==> config.mk <==
export PLATFORM = sky130hd
export DESIGN_NAME = instr_fetch_decode
export DESIGN_NICKNAME = d
export VERILOG_FILES = /design/src/rtl/riscv_pkg.sv /design/src/rtl/imm_gen.sv /design/src/rtl/instr_fetch_decode.sv
export SDC_FILE = /design/constraint.sdc
export NUM_CORES = 1
export LEC_CHECK = 0
export BUFFER_PORTS_ARGS = -buffer_cell sky130_fd_sc_hd__buf_2
export CORE_UTILIZATION = 41
export CTS_BUF_LIST = sky130_fd_sc_hd__clkbuf_2
export DETAILED_ROUTE_END_ITERATION = 8
export GPL_ROUTABILITY_DRIVEN = 0
export MAX_ROUTING_LAYER = met4
export PLACE_DENSITY = 0.79
export SLEW_MARGIN = 5
export SYNTH_ARGS = -nofsm -noshare
export SYNTH_HDL_FRONTEND = slang
export SYNTH_SLANG_ARGS = --single-unit
==> constraint.sdc <==
create_clock -name clk -period 2.2 [get_ports clk]
set_input_delay 0.22 -clock clk [delete_from_list [all_inputs] [get_ports clk]]
set_output_delay 0.22 -clock clk [all_outputs]
set_load 0.02 [all_outputs]
==> src/rtl/riscv_pkg.sv <==
// Shared RISC-V front-end definitions: base opcodes, the canonical NOP and the fetch FSM encoding.
package riscv_pkg;

  localparam logic [6:0] OP_LOAD   = 7'b0000011;
  localparam logic [6:0] OP_IMM    = 7'b0010011;
  localparam logic [6:0] OP_IMM32  = 7'b0011011;
  localparam logic [6:0] OP_JALR   = 7'b1100111;
  localparam logic [6:0] OP_STORE  = 7'b0100011;
  localparam logic [6:0] OP_BRANCH = 7'b1100011;
  localparam logic [6:0] OP_LUI    = 7'b0110111;
  localparam logic [6:0] OP_AUIPC  = 7'b0010111;
  localparam logic [6:0] OP_JAL    = 7'b1101111;
  localparam logic [6:0] OP_REG    = 7'b0110011;
  localparam logic [6:0] OP_REG32  = 7'b0111011;

  localparam logic [31:0] NOP_INSTR = 32'h00000013;

  typedef enum logic [1:0] {
    ST_IDLE = 2'd0,
    ST_REQ  = 2'd1,
    ST_HOLD = 2'd2
  } fetch_state_t;

  function automatic logic is_supported(input logic [6:0] op);
    case (op)
      OP_LOAD, OP_IMM, OP_IMM32, OP_JALR, OP_STORE, OP_BRANCH,
      OP_LUI, OP_AUIPC, OP_JAL, OP_REG, OP_REG32: is_supported = 1'b1;
      default:                                    is_supported = 1'b0;
    endcase
  endfunction

endpackage

==> src/rtl/imm_gen.sv <==
// Immediate generator: sign-extends the I/S/B/U/J immediate of an instruction word to XLEN bits.
module imm_gen
  import riscv_pkg::*;
#(
  parameter int XLEN = 64
) (
  input  logic [31:0]     ir,
  output logic [XLEN-1:0] imm
);

  // The sign bit is always ir[31], whatever the format.
  always_comb begin
    imm = '0;
    case (ir[6:0])
      OP_LOAD, OP_IMM, OP_IMM32, OP_JALR:
        imm = {{(XLEN-12){ir[31]}}, ir[31:20]};
      OP_STORE:
        imm = {{(XLEN-12){ir[31]}}, ir[31:25], ir[11:7]};
      OP_BRANCH:
        imm = {{(XLEN-13){ir[31]}}, ir[31], ir[7], ir[30:25], ir[11:8], 1'b0};
      OP_LUI, OP_AUIPC:
        imm = {{(XLEN-32){ir[31]}}, ir[31:12], 12'b0};
      OP_JAL:
        imm = {{(XLEN-21){ir[31]}}, ir[31], ir[19:12], ir[20], ir[30:21], 1'b0};
      default:
        imm = '0;
    endcase
  end

endmodule

==> src/rtl/instr_fetch_decode.sv <==
// Instruction fetch/decode front end: IDLE/REQ/HOLD fetch FSM, instruction register and field decode.
// Optional memory-wait timeout is enabled by defining IFD_TIMEOUT_EN (adds the MAX_WAIT parameter).
module instr_fetch_decode
  import riscv_pkg::*;
#(
  parameter int XLEN = 64
`ifdef IFD_TIMEOUT_EN
  , parameter int MAX_WAIT = 15
`endif
) (
  input  logic            clk,
  input  logic            reset,
  input  logic            fetch_start,
  input  logic [XLEN-1:0] pc_in,
  output logic            imem_req,
  output logic [XLEN-1:0] imem_addr,
  input  logic            imem_ready,
  input  logic [31:0]     imem_rdata,
  output logic            busy,
  output logic            instr_valid,
  output logic            fetch_err,
  output logic            illegal,
  output logic [6:0]      opcode,
  output logic [4:0]      rd,
  output logic [2:0]      funct3,
  output logic [4:0]      rs1,
  output logic [4:0]      rs2,
  output logic [6:0]      funct7,
  output logic [XLEN-1:0] imm
);

  fetch_state_t state;
  logic [31:0]  ir;
`ifdef IFD_TIMEOUT_EN
  logic [7:0]   wait_cnt;
`endif

  // A misaligned start never touches memory: it lands directly in HOLD with a NOP and an error flag.
  always_ff @(posedge clk) begin
    if (reset) begin
      state       <= ST_IDLE;
      ir          <= NOP_INSTR;
      imem_req    <= 1'b0;
      imem_addr   <= '0;
      busy        <= 1'b0;
      instr_valid <= 1'b0;
      fetch_err   <= 1'b0;
`ifdef IFD_TIMEOUT_EN
      wait_cnt    <= '0;
`endif
    end else begin
      case (state)
        ST_IDLE, ST_HOLD: begin
          if (fetch_start) begin
            imem_addr <= pc_in;
            if (pc_in[1:0] != 2'b00) begin
              state       <= ST_HOLD;
              ir          <= NOP_INSTR;
              instr_valid <= 1'b1;
              fetch_err   <= 1'b1;
            end else begin
              state       <= ST_REQ;
              imem_req    <= 1'b1;
              busy        <= 1'b1;
              instr_valid <= 1'b0;
              fetch_err   <= 1'b0;
`ifdef IFD_TIMEOUT_EN
              wait_cnt    <= '0;
`endif
            end
          end
        end
        ST_REQ: begin
          if (imem_ready) begin
            state       <= ST_HOLD;
            ir          <= imem_rdata;
            imem_req    <= 1'b0;
            busy        <= 1'b0;
            instr_valid <= 1'b1;
          end
`ifdef IFD_TIMEOUT_EN
          else if (wait_cnt == 8'(MAX_WAIT)) begin
            state       <= ST_HOLD;
            ir          <= NOP_INSTR;
            imem_req    <= 1'b0;
            busy        <= 1'b0;
            instr_valid <= 1'b1;
            fetch_err   <= 1'b1;
          end else begin
            wait_cnt    <= wait_cnt + 8'd1;
          end
`endif
        end
        default: state <= ST_IDLE;
      endcase
    end
  end

  assign opcode  = ir[6:0];
  assign rd      = ir[11:7];
  assign funct3  = ir[14:12];
  assign rs1     = ir[19:15];
  assign rs2     = ir[24:20];
  assign funct7  = ir[31:25];
  assign illegal = instr_valid & ~is_supported(ir[6:0]);

  imm_gen #(.XLEN(XLEN)) u_imm_gen (
    .ir  (ir),
    .imm (imm)
  );

endmodule

# --- Word level (Yosys, flattened, before mapping) ---
# Cells that the tools add are included.
classes:
  eq_ne: 17
  n_mux: 18
  bitwise: 2
  reduce_logical: 12
op_table:
  columns: ["op", "n"]
  rows:
  - ["case mux 64 bit (5 select lines)", 1]
  - ["2-to-1 mux 32 bit", 3]
  - ["case mux 32 bit (2 select lines)", 1]
  - ["== test 7 x 6 -> 1 bit, second input constant", 4]
  - ["== test 7 x 5 -> 1 bit, second input constant", 3]
  - ["== test 7 bit, second input constant", 3]
  - ["OR reduction 11 bit", 1]
  - ["inequality test 2 bit, second input constant", 4]
  - ["AND reduction 4 bit", 2]
  - ["== test 7 x 2 -> 1 bit, second input constant", 1]
  - ["2-to-1 mux 1 bit", 7]
  - ["2-to-1 mux 2 bit", 3]
  - ["case mux 1 bit (2 select lines)", 2]
  - ["case mux 2 bit (2 select lines)", 1]
  - ["AND reduction 2 bit", 2]
  - ["nonzero test 2 bit", 2]
  - ["OR reduction 2 bit", 2]
  - ["OR reduction 4 bit", 1]
  - ["AND reduction 3 bit", 1]
  - ["== test 2 x 1 -> 1 bit, second input constant", 1]
  - ["== test 2 bit, second input constant", 1]
  - ["logical NOT 2 bit", 1]
  - ["bitwise AND 1 bit", 1]
  - ["NOT 1 bit", 1]
totals:
  register_bits: 101
  input_bits: 100
  wordCells: 55

# --- Logic depth before layout (Yosys ltp) ---
depth:
  depth_word: 5
  ltp_mapped: 6

# --- By module ---
# From an unflattened synthesis, not the netlist that was laid out.
unflattened:
  cells_unflattened: 482
  hier_area_um2: 4224.1
modules_own_cells:
  columns: ["module", "instances", "cells_per_inst", "area_per_inst_um2", "seq_area_each_um2"]
  rows:
  - ["instr_fetch_decode", 1, 385, 3467.1, 2021.9]
  - ["imm_gen", 1, 97, 757.0, 0.0]

# --- Worst setup path after synthesis ---
# Ideal clock, no wire load.
synth_timing:
  kind: "register to output"
  startpoint: "register ir[2]"
  endpoint: "output imm[32]"
  arrival_ns: 2.218
  t_required_ns: 1.980
  slack_ns: -0.238
  stages_incl_launch_ff: 7
  path_buffers: 3
  cell_sequence: "dfxtp_1 > buf_2 > nand2b_1 > nor3_2 > buf_2 > o21a_1 > buf_4"
synth_via:
  elab_chain_cells: 3
synth_rtl:
  columns: ["item", "line_no", "text"]
  rows:
  - ["from (decl)", "instr_fetch_decode.sv:33", "logic [31:0] ir;"]
  - ["from (signal assigned)", "instr_fetch_decode.sv:76", "ir <= imem_rdata;"]
  - ["== test 7 x 2 -> 1 bit (tied with other cells)", "imm_gen.sv:14", "case (ir[6:0])"]
  - ["OR reduction 4 bit or OR reduction 2 bit (tied branches)", "imm_gen.sv:14", null]
  - ["case mux 64 bit (5 select lines) (*)", "imm_gen.sv:14", null]
  - ["to (decl)", "instr_fetch_decode.sv:29", "output logic [XLEN-1:0] imm"]
# Mark *: on every way between the ends. The rest lies on a longest branch, timed or not.

# --- Final worst setup path ---
layout_timing:
  startpoint: "register ir[4]"
  endpoint: "output imm[0]"
# The elaborated chain is that of the path after synthesis.

==> results.cfg <==
[die]
fp-row-count = 37
dieArea_um2 = 11470
start_util_pct = 43.08
ios = 265
die_y_um = 107.1
die_w_um = 107.1
design.core.area_um2 = 10510

[logic_synthesis]
netlist_area_um2 = 4527
async_flop_share_pct = 0
avgSynthCellArea_um2 = 8.216
yosysSeqAreaShare_pct = 44.67
yosys-top-cells-area = dfxtp_1 45%, nand2_1 11%, a21oi_1 8.5%, mux2i_1 6.2%, buf_4 5.8%
synth_largest_area_cell = dfxtp_1
synth_top_area_share_pct = 44.67
yosysWarnings = 0
syn_inst = 551
ys_seq_elements = 101
yosysMostFrequentCell = nand2_1
synth_edf_count = 0
synthDistinctLibCells = 38
synth_common_cells = 131 x nand2_1, 101 x dfxtp_1, 77 x a21oi_1, 41 x nor2_1, 35 x buf_4
synth-main-ff-cell = dfxtp_1
synth_nets = 651

[timing]
drv_slew = 0
fmax_mhz = 428.3
layout_setup_ws_ps = -134.9
rsz0062_at_grt = yes
post-route-period-util_pct = 106.1
relSlewSlack_pct = 66.08
tightest_slew_ps = 508.8
skew_ps = 34.33
hold_ws_ps = 66.18
post-route-min-period_ps = 2335
fin_setup_tns_ps = -1683
finalHoldViolations = 0
setup_viol = 47

[clocking]
numCtsBuffers = 9
clk_path_buf_depth = 2
root_buffer = clkbuf_2
clk_latency_ps = 550
clk_pin_slew_ps = 250
cts_sinks = 101
tritoncts = built
cts_max_level = 3

[placed_design]
io_buffers = 264
post_dp_cell_area_um2 = 5694
dp_hpwl_um = 9122

[power]
p_leak_nw = 3.735
pwr_density_cell_nw_per_um2 = 468.5
ir_worst_vdd_v = 0.0003752
finalPower_mw = 3.554

[min_path]
hold_class = in2reg

[grt]
grt_pass1_vias = 5099
use_met3_pct = 5.228
met1_usage_pct = 30.88
overflow = 0
grt_max_degree = 45
grt_pass1_wl_um = 24630
grt_usage_pct = 28.21
met2_usage_pct = 49.45
busiest_layer = met2
antenna_found_initial = 0

[finish]
drive_gt1_share_pct = 41.07
syn2layout_area_growth_pct = 67.58
nets = 991
fin_area_um2 = 7586

[critical_path]
cp-end-kind = output port
cp-start-kind = flop
worstPathArrival_ps = 2110
crit_fanout = 6
critPathKind = reg2out
crit_required_ps = 1980

[flow_run]
drv_cap = 0

[detailed_routing]
drc = 0
routed_wl_um = 18410
antenna_left = 0
drt_iter0_drc = 443
wl_per_cell_um = 17.83
route.vias.total = 5514
dr.pass1.iters = 6
viasPerCell = 5.338

[outcome]
violations = negative setup slack
outcome = finished, violations left
==> worst paths after layout <==
kind                                startpoint       endpoint  slack [ps]  cells past startpoint
worst max-delay path                     ir[4]         imm[0]        -130                      5
worst min-delay path            imem_rdata[10]         ir[10]          70                      4
worst max register to register        state[0]         ir[17]         340                      5
worst min register to register   imem_addr[26]  imem_addr[26]         470                      2
==> state kept, by name (all words and copies together), names as in the netlist <==
name and count:
ir 32, imem_addr 64, instr_valid 1, fetch_err 1, state 2, busy 1
==> placed cells by master (no fill, tap or decap), types with 5 or more instances in the layout <==
cell type      synthesis  final
a21o_1                11     11
dfxtp_4                0      7
nand2_1              131    129
and2_1                34     28
a21oi_1               77     72
and2_4                 0      6
nor2_1                41     39
nand3_1               10      5
o21a_4                 0      5
dlygate4sd3_1          0     96
buf_2                 13    203
buf_4                 35     34
mux2i_1               28     28
dfxtp_1              101     93
buf_6                  0     59
clkbuf_2               0     10
==> per-stage QoR <==
stage                     cells  util, %  setup WS, ps
after floorplan             551        -         74.34
after global placement      896    54.19         390.6
after detailed placement    896    54.19         339.4
after CTS                  1019    67.54        -37.35
after global routing       1032    72.16        -314.1
final                      1033    72.19        -134.9
==> logic make-up (layout without fill, tap and decap cells) <==
family	Yosys count	count (layout)	synth area share [%]
AO/OA/AOI/OAI	104	108	13.21
flip-flops	101	101	44.67
AND/OR/NAND/NOR	244	244	24.99
buffers and inverters	72	413	10.20
other	0	1	0
multiplexers	30	30	6.938
==> where the power goes <==
| part | switching (mW) | leakage [nW] | internal, mW |
|---|---|---|---|
| clock | 0.667 | 0.0650 | 0.176 |
| combinational | 0.402 | 2.84 | 0.352 |
| sequential | 0.0480 | 0.830 | 1.91 |
==> routing by layer <==
metal  part of all wire [%]  up-vias
met2                     50      383
met1                     35     2567
met5                      0        -
met3                    9.6       90
li1                       -     2474
met4                    5.0        0
==> timing repair <==
action	in CTS	in global routing
endpoints found under the hold margin	97	0
hold buffers	96	0
cloned	3	2
buffers inserted	8	11
pin swaps	5	13
endpoints found under the setup margin	65	65
gates resized for setup	81	103
==> final cells by class <==
cell class                      count  area [µm²]
Clock buffer                       10       50.05
Fill cell                         720        2923
Timing Repair Buffer              395        2957
Multi-Input combinational cell    382        2296
Antenna cell                        1       2.502
Tap cell                          136       170.2
Clock inverter                      6       53.80
Sequential cell                   101        2049
Inverter                            2       7.507
==> worst max-delay path, cell delays in order (launching register included) <==
cell      delay [ps]
dfxtp_4          430
nand3b_1         260
buf_4            200
or3_4            330
a31oi_1          200
buf_4            170
Power figures use the tool's default switching activity.
